### src/rtl/relu_backward.sv
// relu_backward: ReLU backward pass over a batch of N = COUNT*VECTOR_LEN elements.
// The CAPTURE state records one sign bit per forward element. The BACKWARD state
// then streams the upstream gradients through that mask into a single output register.
// Optional feature macro: RELU_BACKWARD_LEAKY_EN. When it is defined, a masked
// gradient is scaled by an arithmetic right shift of LEAK_SHIFT instead of being zeroed.
// Handshakes: a transfer happens on a rising edge where valid and ready are both 1.
// A producer holds valid and data stable until that transfer. The output register
// holds grad_out_data and grad_out_last stable while grad_out_valid=1 and grad_out_ready=0.
module relu_backward #(
   parameter int VECTOR_LEN = 3,
   parameter int COUNT      = 1,
   parameter int LEAK_SHIFT = 3
) (
   input  logic        clk,
   input  logic        rst,
   input  logic        abort,
   input  logic        fwd_valid,
   output logic        fwd_ready,
   input  logic [31:0] fwd_data,
   input  logic        grad_in_valid,
   output logic        grad_in_ready,
   input  logic [31:0] grad_in_data,
   output logic        grad_out_valid,
   input  logic        grad_out_ready,
   output logic [31:0] grad_out_data,
   output logic        grad_out_last,
   output logic        mask_full
);

   localparam int N     = COUNT * VECTOR_LEN;
   // idx can reach N in BACKWARD, meaning every gradient has been accepted.
   localparam int IDX_W = $clog2(N + 1);

`ifdef RELU_BACKWARD_LEAKY_EN
   localparam bit LEAKY = 1'b1;
`else
   localparam bit LEAKY = 1'b0;
`endif

   typedef enum logic {
      CAPTURE  = 1'b0,
      BACKWARD = 1'b1
   } state_t;

   state_t             state_q;
   logic [IDX_W-1:0]   idx_q;
   logic [N-1:0]       mask_q;
   logic [N-1:0]       mask_d;
   logic               gout_valid_q;
   logic [31:0]        gout_data_q;
   logic               gout_last_q;

   logic               mask_bit;
   logic               idx_last;
   logic               in_pending;
   logic               fwd_fire;
   logic               gin_fire;
   logic               gout_fire;
   logic [31:0]        shifted;
   logic [31:0]        gout_data_d;

   assign fwd_ready      = (state_q == CAPTURE);
   assign mask_full      = (state_q == BACKWARD);
   assign in_pending     = (idx_q < IDX_W'(N));
   assign grad_in_ready  = (state_q == BACKWARD) && in_pending &&
                           (!gout_valid_q || grad_out_ready);
   assign grad_out_valid = gout_valid_q;
   assign grad_out_data  = gout_data_q;
   assign grad_out_last  = gout_last_q;

   assign fwd_fire  = fwd_valid && fwd_ready;
   assign gin_fire  = grad_in_valid && grad_in_ready;
   assign gout_fire = gout_valid_q && grad_out_ready;
   assign idx_last  = (idx_q == IDX_W'(N - 1));
   assign shifted   = $signed(grad_in_data) >>> LEAK_SHIFT;

   // Mask lookup and mask update, both addressed by the current element index
   always_comb begin
      mask_bit = 1'b0;
      mask_d   = mask_q;
      for (int k = 0; k < N; k++) begin
         if (idx_q == IDX_W'(k)) begin
            mask_bit  = mask_q[k];
            mask_d[k] = ($signed(fwd_data) >= 32'sd0);
         end
      end
      gout_data_d = mask_bit ? grad_in_data : (LEAKY ? shifted : 32'd0);
   end

   // FSM, element index, sign mask and output register
   always_ff @(posedge clk) begin
      if (rst) begin
         state_q      <= CAPTURE;
         idx_q        <= '0;
         mask_q       <= '0;
         gout_valid_q <= 1'b0;
         gout_data_q  <= '0;
         gout_last_q  <= 1'b0;
      end else if (abort) begin
         // Flush: the transfers of this cycle are dropped, and the mask is kept
         state_q      <= CAPTURE;
         idx_q        <= '0;
         gout_valid_q <= 1'b0;
      end else begin
         case (state_q)
            CAPTURE: begin
               if (fwd_fire) begin
                  mask_q <= mask_d;
                  if (idx_last) begin
                     idx_q   <= '0;
                     state_q <= BACKWARD;
                  end else begin
                     idx_q <= idx_q + IDX_W'(1);
                  end
               end
            end
            BACKWARD: begin
               if (gin_fire) begin
                  gout_valid_q <= 1'b1;
                  gout_data_q  <= gout_data_d;
                  gout_last_q  <= idx_last;
                  idx_q        <= idx_q + IDX_W'(1);
               end else if (gout_fire) begin
                  gout_valid_q <= 1'b0;
                  // No input can be accepted once the last element is out
                  if (gout_last_q) begin
                     state_q <= CAPTURE;
                     idx_q   <= '0;
                  end
               end
            end
            default: state_q <= CAPTURE;
         endcase
      end
   end

endmodule

### config.mk
export PLATFORM = sky130hd
export DESIGN_NAME = relu_backward
export DESIGN_NICKNAME = d
export VERILOG_FILES = /design/src/rtl/relu_backward.sv
export SDC_FILE = /design/constraint.sdc
export NUM_CORES = 1
export LEC_CHECK = 0
export BUFFER_PORTS_ARGS = -buffer_cell sky130_fd_sc_hd__buf_2
export CORE_MARGIN = 1.5
export CORE_UTILIZATION = 41
export CTS_CLUSTER_SIZE = 12
export DETAILED_ROUTE_END_ITERATION = 12
export PLACE_DENSITY = 0.81
export SYNTH_ARGS = -nofsm -noshare
export SYNTH_HDL_FRONTEND = slang
export SYNTH_SLANG_ARGS = --single-unit
### constraint.sdc
create_clock -name clk -period 2.17 [get_ports clk]
set_input_delay 0.1085 -clock clk [delete_from_list [all_inputs] [get_ports clk]]
set_output_delay 0.1085 -clock clk [all_outputs]
set_load 0.005 [all_outputs]
# After elaboration in Yosys (flattened, before gate mapping)
# Cells that the tools add are included.
[word_totals] romBits=0 ram_bits=0 elab_cells=52 ff_bits=40 output_inout_bits=37 memories=0 latch_bits=0
[classes] multipliers=0 eq_ne=5 order_cmp=2 muxes=18 bitwise_logic=2 n_div=0 reduce_logical=16 shift=0 add_sub_neg=1
[ops] cell="$ge A32 B1 Y1 const B" count=1
[ops] cell="$mux W32" count=1
[ops] cell="$reduce_and A4 Y1" count=3
[ops] cell="$mux W1" count=10
[ops] cell="$mux W2" count=5
[ops] cell="$ne A3 B1 Y1 const B" count=2
[ops] cell="$reduce_and A3 Y1" count=2
[ops] cell="$logic_and A1 B1 Y1" count=5
[ops] cell="$pmux W2 S2" count=1
[ops] cell="$add A2 B1 Y2 const B" count=1
[ops] cell="$eq A2 B1 Y1 const B" count=1
[ops] cell="$eq A2 B2 Y1 const B" count=1
[ops] cell="$logic_not A2 Y1" count=1
[ops] cell="$lt A2 B2 Y1 const B" count=1
[ops] cell="$ne A2 B1 Y1 const B" count=1
[ops] cell="$not A1 Y1" count=2
[ops] cell="$pmux W1 S2" count=1
[ops] cell="$reduce_and A2 Y1" count=1
[ops] cell="$reduce_bool A2 Y1" count=1
[ops] cell="$reduce_or A2 Y1" count=1
[ops] cell="$logic_not A1 Y1" count=1
[ops] cell="$logic_or A1 B1 Y1" count=1

# Depth between registers and ports, before layout
# Gate-level depths: netlist (run 1).
[depth] word_depth=6 ltp_mapped=7 mapped_depth_nobuf=6

# Least setup slack after synthesis (run 1)
# No wires, ideal clock.
[synth_path] path_kind="reg2reg" start="reg idx_q[0]" end="reg gout_data_q[0] (netlist: grad_out_data[0])" period_less_slack_ns=1.671 path_stages_with_launch=8 t_required_ns=2.038 path_slack_ns=0.499 t_arrival_ns=1.539 setup_ns=0.132 cell_sequence="dfxtp_1 > ha_1 > nand2b_1 > or4_1 > buf_2 > buf_6 > nand2_1 > a21oi_1"
[synth_via] elab_chain_cells=5
[synth_rtl] item="from (decl)" line="46" rtl="logic [IDX_W-1:0] idx_q;"
[synth_rtl] item="from (signal assigned)" line="113" rtl="idx_q <= idx_q + IDX_W'(1);"
[synth_rtl] item="from (signal assigned)" line="122" rtl="idx_q <= idx_q + IDX_W'(1);"
[synth_rtl] item="$lt A2 B2 Y1 / $logic_not A2 Y1 (equally long branches)" line="64, 82"
[synth_rtl] item="$logic_and A1 B1 Y1 / $mux W1 (equally long branches) (2 in a row)" line="65, 82"
[synth_rtl] item="$logic_and A1 B1 Y1 / $mux W1 (equally long branches)" line="72, 82"
[synth_rtl] item="$reduce_and A3 Y1 (no source line) / $mux W32 (equally long branches)"
[synth_rtl] item="to (signal assigned)" line="120" rtl="gout_data_q <= gout_data_d;"
[synth_rtl] item="to (decl)" line="50" rtl="logic [31:0] gout_data_q;"
# Parallel ways exist; a longest one is shown, timed or not.
# A chain may end at the register's enable or synchronous reset.

# Worst setup path in the final report (run 1)
[layout_path] start="reg idx_q[0]" end="reg gout_data_q[12] (netlist: grad_out_data[12])"
# The elaborated chain is that of the path after synthesis.

==> results of run 1 <==
-- routing by layer --
metal | wire (um) | track usage, % | vias up
met3 | 302 | 5.79 | 4
met4 | 23 | 3.83 | 0
met5 | 0 | 0 | -
met2 | 1750 | 31.0 | 64
met1 | 1680 | 21.8 | 714
li1 | - | - | 823
-- registers in the layout (all words and copies together), names as in the netlist --
| signal | count |
|---|---|
| grad_out_data | 32 |
| grad_out_last | 1 |
| grad_out_valid | 1 |
| idx_q | 2 |
| mask_full | 1 |
| mask_q | 3 |
-- power by group --
group | internal (mW) | total (mW) | leakage, nW | switching [mW]
Clock | 0.406 | 0.648 | 0.0645 | 0.242
Sequential | 0.738 | 0.741 | 0.323 | 0.00309
Combinational | 0.0424 | 0.100 | 0.530 | 0.0578
Total | 1.19 | 1.49 | 0.917 | 0.303
-- worst paths after layout --
check | start | to | slack (ns) | depth (start not counted)
setup / recovery | idx_q[0] | grad_out_data[12] | 0.33 | 6
hold / removal | fwd_data[31] | mask_q[0] | 0.06 | 2
setup reg to reg | idx_q[0] | grad_out_data[12] | 0.33 | 6
hold reg to reg | grad_out_data[15] | grad_out_data[15] | 0.45 | 2
-- cell families after synthesis --
family	Yosys count
buffers and inverters	17
adders and majority gates	5
DFF	40
and+or+nand+nor	83
AOI/OAI and AO/OA	49
-- placed cells by master (no fill, tap or decap) --
cell | Yosys | routed
clkbuf_8 | 0 | 7
inv_1 | 2 | 2
buf_4 | 0 | 6
a21oi_1 | 39 | 38
bufinv_16 | 0 | 1
nor4_4 | 1 | 1
buf_2 | 4 | 75
nor2b_1 | 2 | 2
a21oi_2 | 0 | 1
nor3_1 | 2 | 2
nor4_1 | 1 | 1
a221oi_1 | 2 | 2
ha_1 | 5 | 5
a22oi_1 | 1 | 1
a311oi_1 | 5 | 5
nor2_1 | 3 | 3
a211o_1 | 1 | 1
inv_2 | 1 | 1
nand2b_1 | 2 | 2
and2b_1 | 1 | 1
or2_2 | 1 | 1
nand3b_1 | 1 | 1
or4_1 | 1 | 1
nand2_1 | 36 | 36
a211oi_1 | 1 | 1
nand3_1 | 32 | 32
dfxtp_1 | 40 | 40
-- cell type report --
class	instances	area (um^2)	area share [%]
Clock buffer	7	96.3	4.45
Clock inverter	1	30.0	1.39
Inverter	3	11.3	0.521
Multi-Input combinational cell	137	744	34.4
Sequential cell	40	801	37.0
Tap cell	48	60.1	2.78
Timing Repair Buffer	81	420	19.4
==> results by group, run 1 <==
Critical path
  • Arr. time, crit path: 1.97 ns
  • Worst-path cell chain: ha_1 -> nand2b_1 -> or4_1 -> buf_4 -> nand2_1 -> a21oi_1
  • Crit path max fanout: 18
  • Worst Setup Path Type: flop to flop
  • Critical path's slowest cell: or4_1
  • Worst Path Required: 2.30 ns
  • Startpoint Class: flop
  • CP peak stage delay: 0.48 ns
  • Worst Setup End Kind: flop
  • Crit path buf inv count: 1
  • Kind of cell adding the most delay to the critical path: simple AND/OR/NAND/NOR gates

Die
  • Initial Util: 43.6%
  • Core region area: 3740 um^2
  • Row count: 22
  • Die area: 4370 um^2
  • Die Span Y: between 60 and 70 um
  • Width of the die: 66.1 um
  • # IOs: 107

Place
  • Placement Cell Area: 2040 um^2
  • Setup slack after placement: about 0.35 ns
  • Number of port buffers: 75
  • Placed Cells: 309
  • Hpwl dp: between 2000 and 3000 um
  • RePlAce Congestion: 0.794

STA
  • RSZ-0062 raised after global routing: false
  • Hold_ws: between 0.05 and 0.06 ns
  • Fin crit share: 84.6%
  • Crit path time final: 1.84 ns
  • Slew @ Worst Pin: 0.655 ns
  • Layout Skew: roughly 0.0084 ns
  • Worst setup margin: 0.335 ns
  • Final setup vio count: 0
  • Slew margin rel.: ~56%
  • Final TNS setup: 0 ns
  • Max frequency: 545 MHz
  • Final hold vios: 0
  • Max-slew violations: 0

Synthesis
  • FFs w/ async S/R, synth: 0%
  • Post-synthesis compound-gate area fraction: 17.2%
  • Top FF cell, synth: dfxtp_1
  • Post-synth cell types: 25
  • Synth top cells by count: 40 x dfxtp_1, 39 x a21oi_1, 36 x nand2_1
  • Adder-cell area share of the yosys netlist: 3.83%
  • Post-synthesis mux area share: 0%
  • Register area share after synthesis: 49.0%
  • Number of flops mapped to enable cells by yosys: 0
  • Post-synth net total: 269
  • Top-count cell post-synth: dfxtp_1
  • Simple logic cell fraction of the synthesized area: 24.4%
  • Flops & latches, synth: 40
  • Synthesized area: 1630 um^2
  • Post-synth top area share: 49.0%
  • Post-Synth XOR/XNOR Area: 0%
  • Post-Syn Instances: 194
  • Combinational family with the most area after synthesis: simple AND/OR/NAND/NOR gates
  • Ranking of synthesized cells by area: dfxtp_1 49%, a21oi_1 12%, nand3_1 9.8%
  • Yosys top cell by area: dfxtp_1
  • Number of synthesis warnings: 0
  • Syn avg cell area: 8.42 um^2

Clock tree
  • Skew-Pair Late Insertion Delay: 0.28 ns
  • CTS tree: yes
  • Setup repair bufs after CTS: 0
  • CTS root buf: clkbuf_8
  • Clock sinks: 40
  • Post-CTS sizing: 0
  • Clock Path Buffers: 2
  • Hold-fix buffers, CTS: 0
  • H-tree levels: 2
  • CTS Buf Count: 5
  • Clk slew on worst S/H paths: roughly 0.080 ns

Drt
  • Iteration-0 DRC Markers: 63
  • WL/cell: approximately 12 um
  • Via density: around 5.1
  • Residual DRC: 0
  • DRT antenna net count: 0
  • TritonRoute pass-1 iters: 6
  • DRT Wirelength: around 3800 um
  • Vias after detailed routing: around 1600

Layout
  • Fin cells: 317
  • Area Overhead vs Synth: 32.5%
  • Finished Core Util: 57.8%
  • Fill count: 354
  • Fin area: 2160 um^2
  • Layout cells sized above 1: 34.6%
  • Antenna Cells: 0
  • Final layout net count: 343

Power and ir drop
  • Power per cell area: a little under 700 nW/um^2
  • Leakage power: 0.917 nW
  • Peak VDD IR: approximately 390 uV
  • Power Total: 1.49 mW

Global routing
  • Largest net degree at the start of global routing: 38
  • Initial antenna violation count: 0
  • Number of global-route vias before repair: 1405
  • First-pass GRT wire length: 6140 um
  • Total gr overflow: 0
  • Gr usage total: 18.0%

Flow run
  • Max-cap violations: 0

Min path
  • Hold Path Class: primary input to flop

Outcome
  • Status: finished, final reports clean
Note: power is estimated with default switching activity, not from simulation.
==> run 2, diff against run 1 <==
--- a/config.mk
+++ b/config.mk
@@ -5,12 +5,13 @@
 export SDC_FILE = /design/constraint.sdc
 export NUM_CORES = 1
 export LEC_CHECK = 0
+export ABC_AREA = 1
 export BUFFER_PORTS_ARGS = -buffer_cell sky130_fd_sc_hd__buf_2
 export CORE_MARGIN = 1.5
-export CORE_UTILIZATION = 41
+export CORE_UTILIZATION = 38
 export CTS_CLUSTER_SIZE = 12
 export DETAILED_ROUTE_END_ITERATION = 12
-export PLACE_DENSITY = 0.81
+export PLACE_DENSITY = 0.79
 export SYNTH_ARGS = -nofsm -noshare
 export SYNTH_HDL_FRONTEND = slang
 export SYNTH_SLANG_ARGS = --single-unit
==> constraint.sdc (replaced) <==
create_clock -name clk -period 1.5 [get_ports clk]
set_input_delay 0.075 -clock clk [delete_from_list [all_inputs] [get_ports clk]]
set_output_delay 0.075 -clock clk [all_outputs]
set_load 0.005 [all_outputs]
==> results by group, run 2 <==
Place
  • Hpwl dp: 2940 um (was 2670 um)
  • Number of port buffers: 75 (unchanged)
  • Setup slack after placement: -0.126 ns (was 0.354 ns)
  • Placement Cell Area: 2170 um^2 (was 2040 um^2)
  • Placed Cells: 339 (was 309)
  • RePlAce Congestion: 0.869 (was 0.794)

Synthesis
  • Number of flops mapped to enable cells by yosys: 0 (unchanged)
  • Yosys top cell by area: dfxtp_1 (unchanged)
  • Top FF cell, synth: dfxtp_1 (unchanged)
  • Top-count cell post-synth: nand2_1 (was dfxtp_1)
  • Ranking of synthesized cells by area: dfxtp_1 47%, a21oi_1 12%, nand3_1 11% (was dfxtp_1 49%, a21oi_1 12%, nand3_1 9.8%)
  • Post-synth cell types: 20 (was 25)
  • FFs w/ async S/R, synth: 0% (unchanged)
  • Post-Syn Instances: 212 (was 194)
  • Post-synth net total: 287 (was 269)
  • Register area share after synthesis: 47.1% (was 49.0%)
  • Synth top cells by count: 43 x nand2_1, 41 x a21oi_1, 40 x dfxtp_1 (was 40 x dfxtp_1, 39 x a21oi_1, 36 x nand2_1)
  • Number of synthesis warnings: 0 (unchanged)
  • Flops & latches, synth: 40 (unchanged)
  • Post-synth top area share: 47.1% (was 49.0%)
  • Syn avg cell area: 8.01 um^2 (was 8.42 um^2)
  • Synthesized area: 1700 um^2 (was 1630 um^2)

STA
  • Slew margin rel.: 70.8% (was 56.4%)
  • Max frequency: 669 MHz (was 545 MHz)
  • Slew @ Worst Pin: 0.437 ns (was 0.655 ns)
  • Fin crit share: 99.7% (was 84.6%)
  • Final hold vios: 0 (unchanged)
  • Max-slew violations: 0 (unchanged)
  • Final setup vio count: 0 (unchanged)
  • Crit path time final: 1.50 ns (was 1.84 ns)
  • Worst setup margin: 0.00421 ns (was 0.335 ns)
  • RSZ-0062 raised after global routing: true (was false)
  • Layout Skew: 0.00771 ns (was 0.00839 ns)

Die
  • Die Span Y: 69.9 um (was 66.1 um)
  • Initial Util: 39.3% (was 43.6%)
  • # IOs: 107 (unchanged)
  • Core region area: 4320 um^2 (was 3740 um^2)
  • Width of the die: 69.9 um (was 66.1 um)
  • Die area: 4880 um^2 (was 4370 um^2)
  • Row count: 24 (was 22)

Global routing
  • GR Util met1: 20.1% (was 21.8%)
  • Initial antenna violation count: 0 (unchanged)
  • GR Util met3: 5.19% (was 5.79%)
  • Most used routing layer: met2 (unchanged)
  • Gr usage total: 18.6% (was 18.0%)
  • First-pass GRT wire length: 7250 um (was 6140 um)
  • Largest net degree at the start of global routing: 34 (was 38)
  • Total gr overflow: 0 (unchanged)
  • Number of global-route vias before repair: 1655 (was 1405)
  • Met2 Use GR: 34.4% (was 31.0%)

Clock tree
  • CTS Buf Count: 5 (unchanged)
  • Clock sinks: 40 (unchanged)
  • Skew-Pair Late Insertion Delay: 0.29 ns (was 0.28 ns)
  • Clk slew on worst S/H paths: 0.08 ns (about the same)
  • CTS root buf: clkbuf_8 (unchanged)
  • CTS tree: yes (unchanged)
  • H-tree levels: 2 (unchanged)
  • Clock Path Buffers: 2 (unchanged)

Layout
  • Layout cells sized above 1: 52.8% (was 34.6%)
  • Commonest cells after routing, fill and taps aside: 75 x buf_2, 42 x nand2_1, 38 x dfxtp_1 (was 75 x buf_2, 40 x dfxtp_1, 38 x a21oi_1)
  • Antenna Cells: 0 (unchanged)
  • Total area of sequential cells: 808 um^2 (was 801 um^2)
  • Finished Core Util: 65.2% (was 57.8%)
  • Max reg flops: 32 (unchanged)
  • Area Overhead vs Synth: 66.0% (was 32.5%)
  • Fill count: 354 (unchanged)
  • Fin area: 2820 um^2 (was 2160 um^2)
  • Area of the multi-input gates: 1040 um^2 (was 744 um^2)
  • Most common cell after layout, fill and taps aside: buf_2 (unchanged)
  • Fin cells: 359 (was 317)
  • Final layout net count: 381 (was 343)

Critical path
  • Crit path max fanout: 8 (was 18)
  • Arr. time, crit path: 1.72 ns (was 1.97 ns)
  • Startpoint Class: flop (unchanged)
  • Worst Setup End Kind: flop (unchanged)
  • Worst Setup Path Type: flop to flop (unchanged)
  • Worst Path Required: 1.72 ns (was 2.30 ns)

Drt
  • Residual DRC: 0 (unchanged)
  • DRT antenna net count: 0 (unchanged)
  • TritonRoute pass-1 iters: 6 (unchanged)
  • Vias after detailed routing: 1821 (was 1605)
  • DRT Wirelength: 5100 um (was 3750 um)
  • Via density: 5.07 (was 5.06)
  • Iteration-0 DRC Markers: 63 (unchanged)
  • WL/cell: 14.2 um (was 11.8 um)

Power and ir drop
  • Int Pwr: 1.68 mW (was 1.19 mW)
  • Switch Pwr: 0.522 mW (was 0.303 mW)
  • Comb power frac: 11.7% (was 6.7%)
  • Power per cell area: 781 nW/um^2 (was 688 nW/um^2)
  • Switching share of power: 23.7% (was 20.4%)
  • Peak VDD IR: 454 uV (was 392 uV)
  • Leakage power: 1.13 nW (was 0.917 nW)
  • Sequential power share: 48.6% (was 49.8%)
  • Power Total: 2.20 mW (was 1.49 mW)
  • Clk pwr share: 39.7% (was 43.5%)

Flow run
  • Max-cap violations: 0 (unchanged)

Min path
  • Hold Path Class: primary input to flop (unchanged)

Outcome
  • Status: finished, final reports clean (unchanged)
-- run 2: changes by cell type after synthesis, sizes merged, moves of 3 or more --
cell	change
nor2	+8
clkbuf	-4
a311oi	-5
nand2	+7
nand4	+3
buf	+3
inv	+8
nand3	+8
-- run 2: area by class of cell --
| cell class | instances | share of cell area [%] |
|---|---|---|
| multi-input cells | 148 | 36.9 |
| flip-flops and latches | 40 | 28.7 |
| repair buffers | 100 | 26.2 |
| clock buffers | 5 | 2.44 |
| well taps | 52 | 2.31 |
| inverters | 11 | 2.00 |
| clock inverters | 3 | 1.51 |
-- run 2: logic make-up after synthesis --
kind of cell	Yosys count	synth area share (%)
AO/OA/AOI/OAI	45	13.7
AND/OR/NAND/NOR	98	27.3
buffers and inverters	24	8.17
adder cells (fa/ha/maj)	5	3.68
flip-flops	40	47.1
-- run 2: worst max-delay path, cell delays in order (launching register included) --
cell and delay [ns]:
dfxtp_4 0.39, inv_4 0.05, ha_4 0.17, inv_4 0.07, nand3_4 0.06, a21oi_4 0.17
buf_12 0.15, clkbuf_16 0.16, nand3_2 0.06, a21oi_1 0.14
-- run 2: routing by layer --
layer | wire [um] | vias up
met1 | 2060 | 847
li1 | - | 904
met5 | 0 | -
met3 | 267 | 8
met2 | 2690 | 62
met4 | 82 | 0
-- run 2: timing repair --
item / in CTS / in global routing
gates resized for setup: 14 / 62
endpoints found under the hold margin: 1 / 0
cloned: 1 / 5
endpoints found under the setup margin: 33 / 35
setup buffers: 1 / 4
pin swaps: 1 / 24
hold buffers: 1 / 0
-- run 2: path summary, 6_finish.rpt --
check                           cells past startpoint  slack, ns        startpoint                end
worst min register to register                      2       0.46  grad_out_data[9]   grad_out_data[9]
worst max-delay path                                9      0.004          idx_q[1]  grad_out_data[30]
worst min-delay path                                3       0.03  grad_in_data[15]  grad_out_data[15]
worst max register to register                      9      0.004          idx_q[1]  grad_out_data[30]
-- run 2: metrics by stage --
| stage | TNS (ns) | hold WS, ns |
|---|---|---|
| 6_report | 0 | 0.0306 |
| 5_1_grt | -1.11 | 0.0324 |
| 4_1_cts | 0 | 0.0269 |
| 3_5_place_dp | -2.28 | 0.283 |
| 3_3_place_gp | -0.548 | 0.283 |
| 2_1_floorplan | 0 | 0.174 |
-- run 2: power by group through the flow --
stage / clock [mW] / combinational (mW) / sequential [mW]
after CTS: 0.908 / 0.197 / 1.07
after floorplan: 0 / 0.0692 / 1.09
after global placement: 0 / 0.159 / 1.09
final: 0.874 / 0.257 / 1.07
after detailed placement: 0 / 0.162 / 1.10
after global routing: 0.935 / 0.276 / 1.07
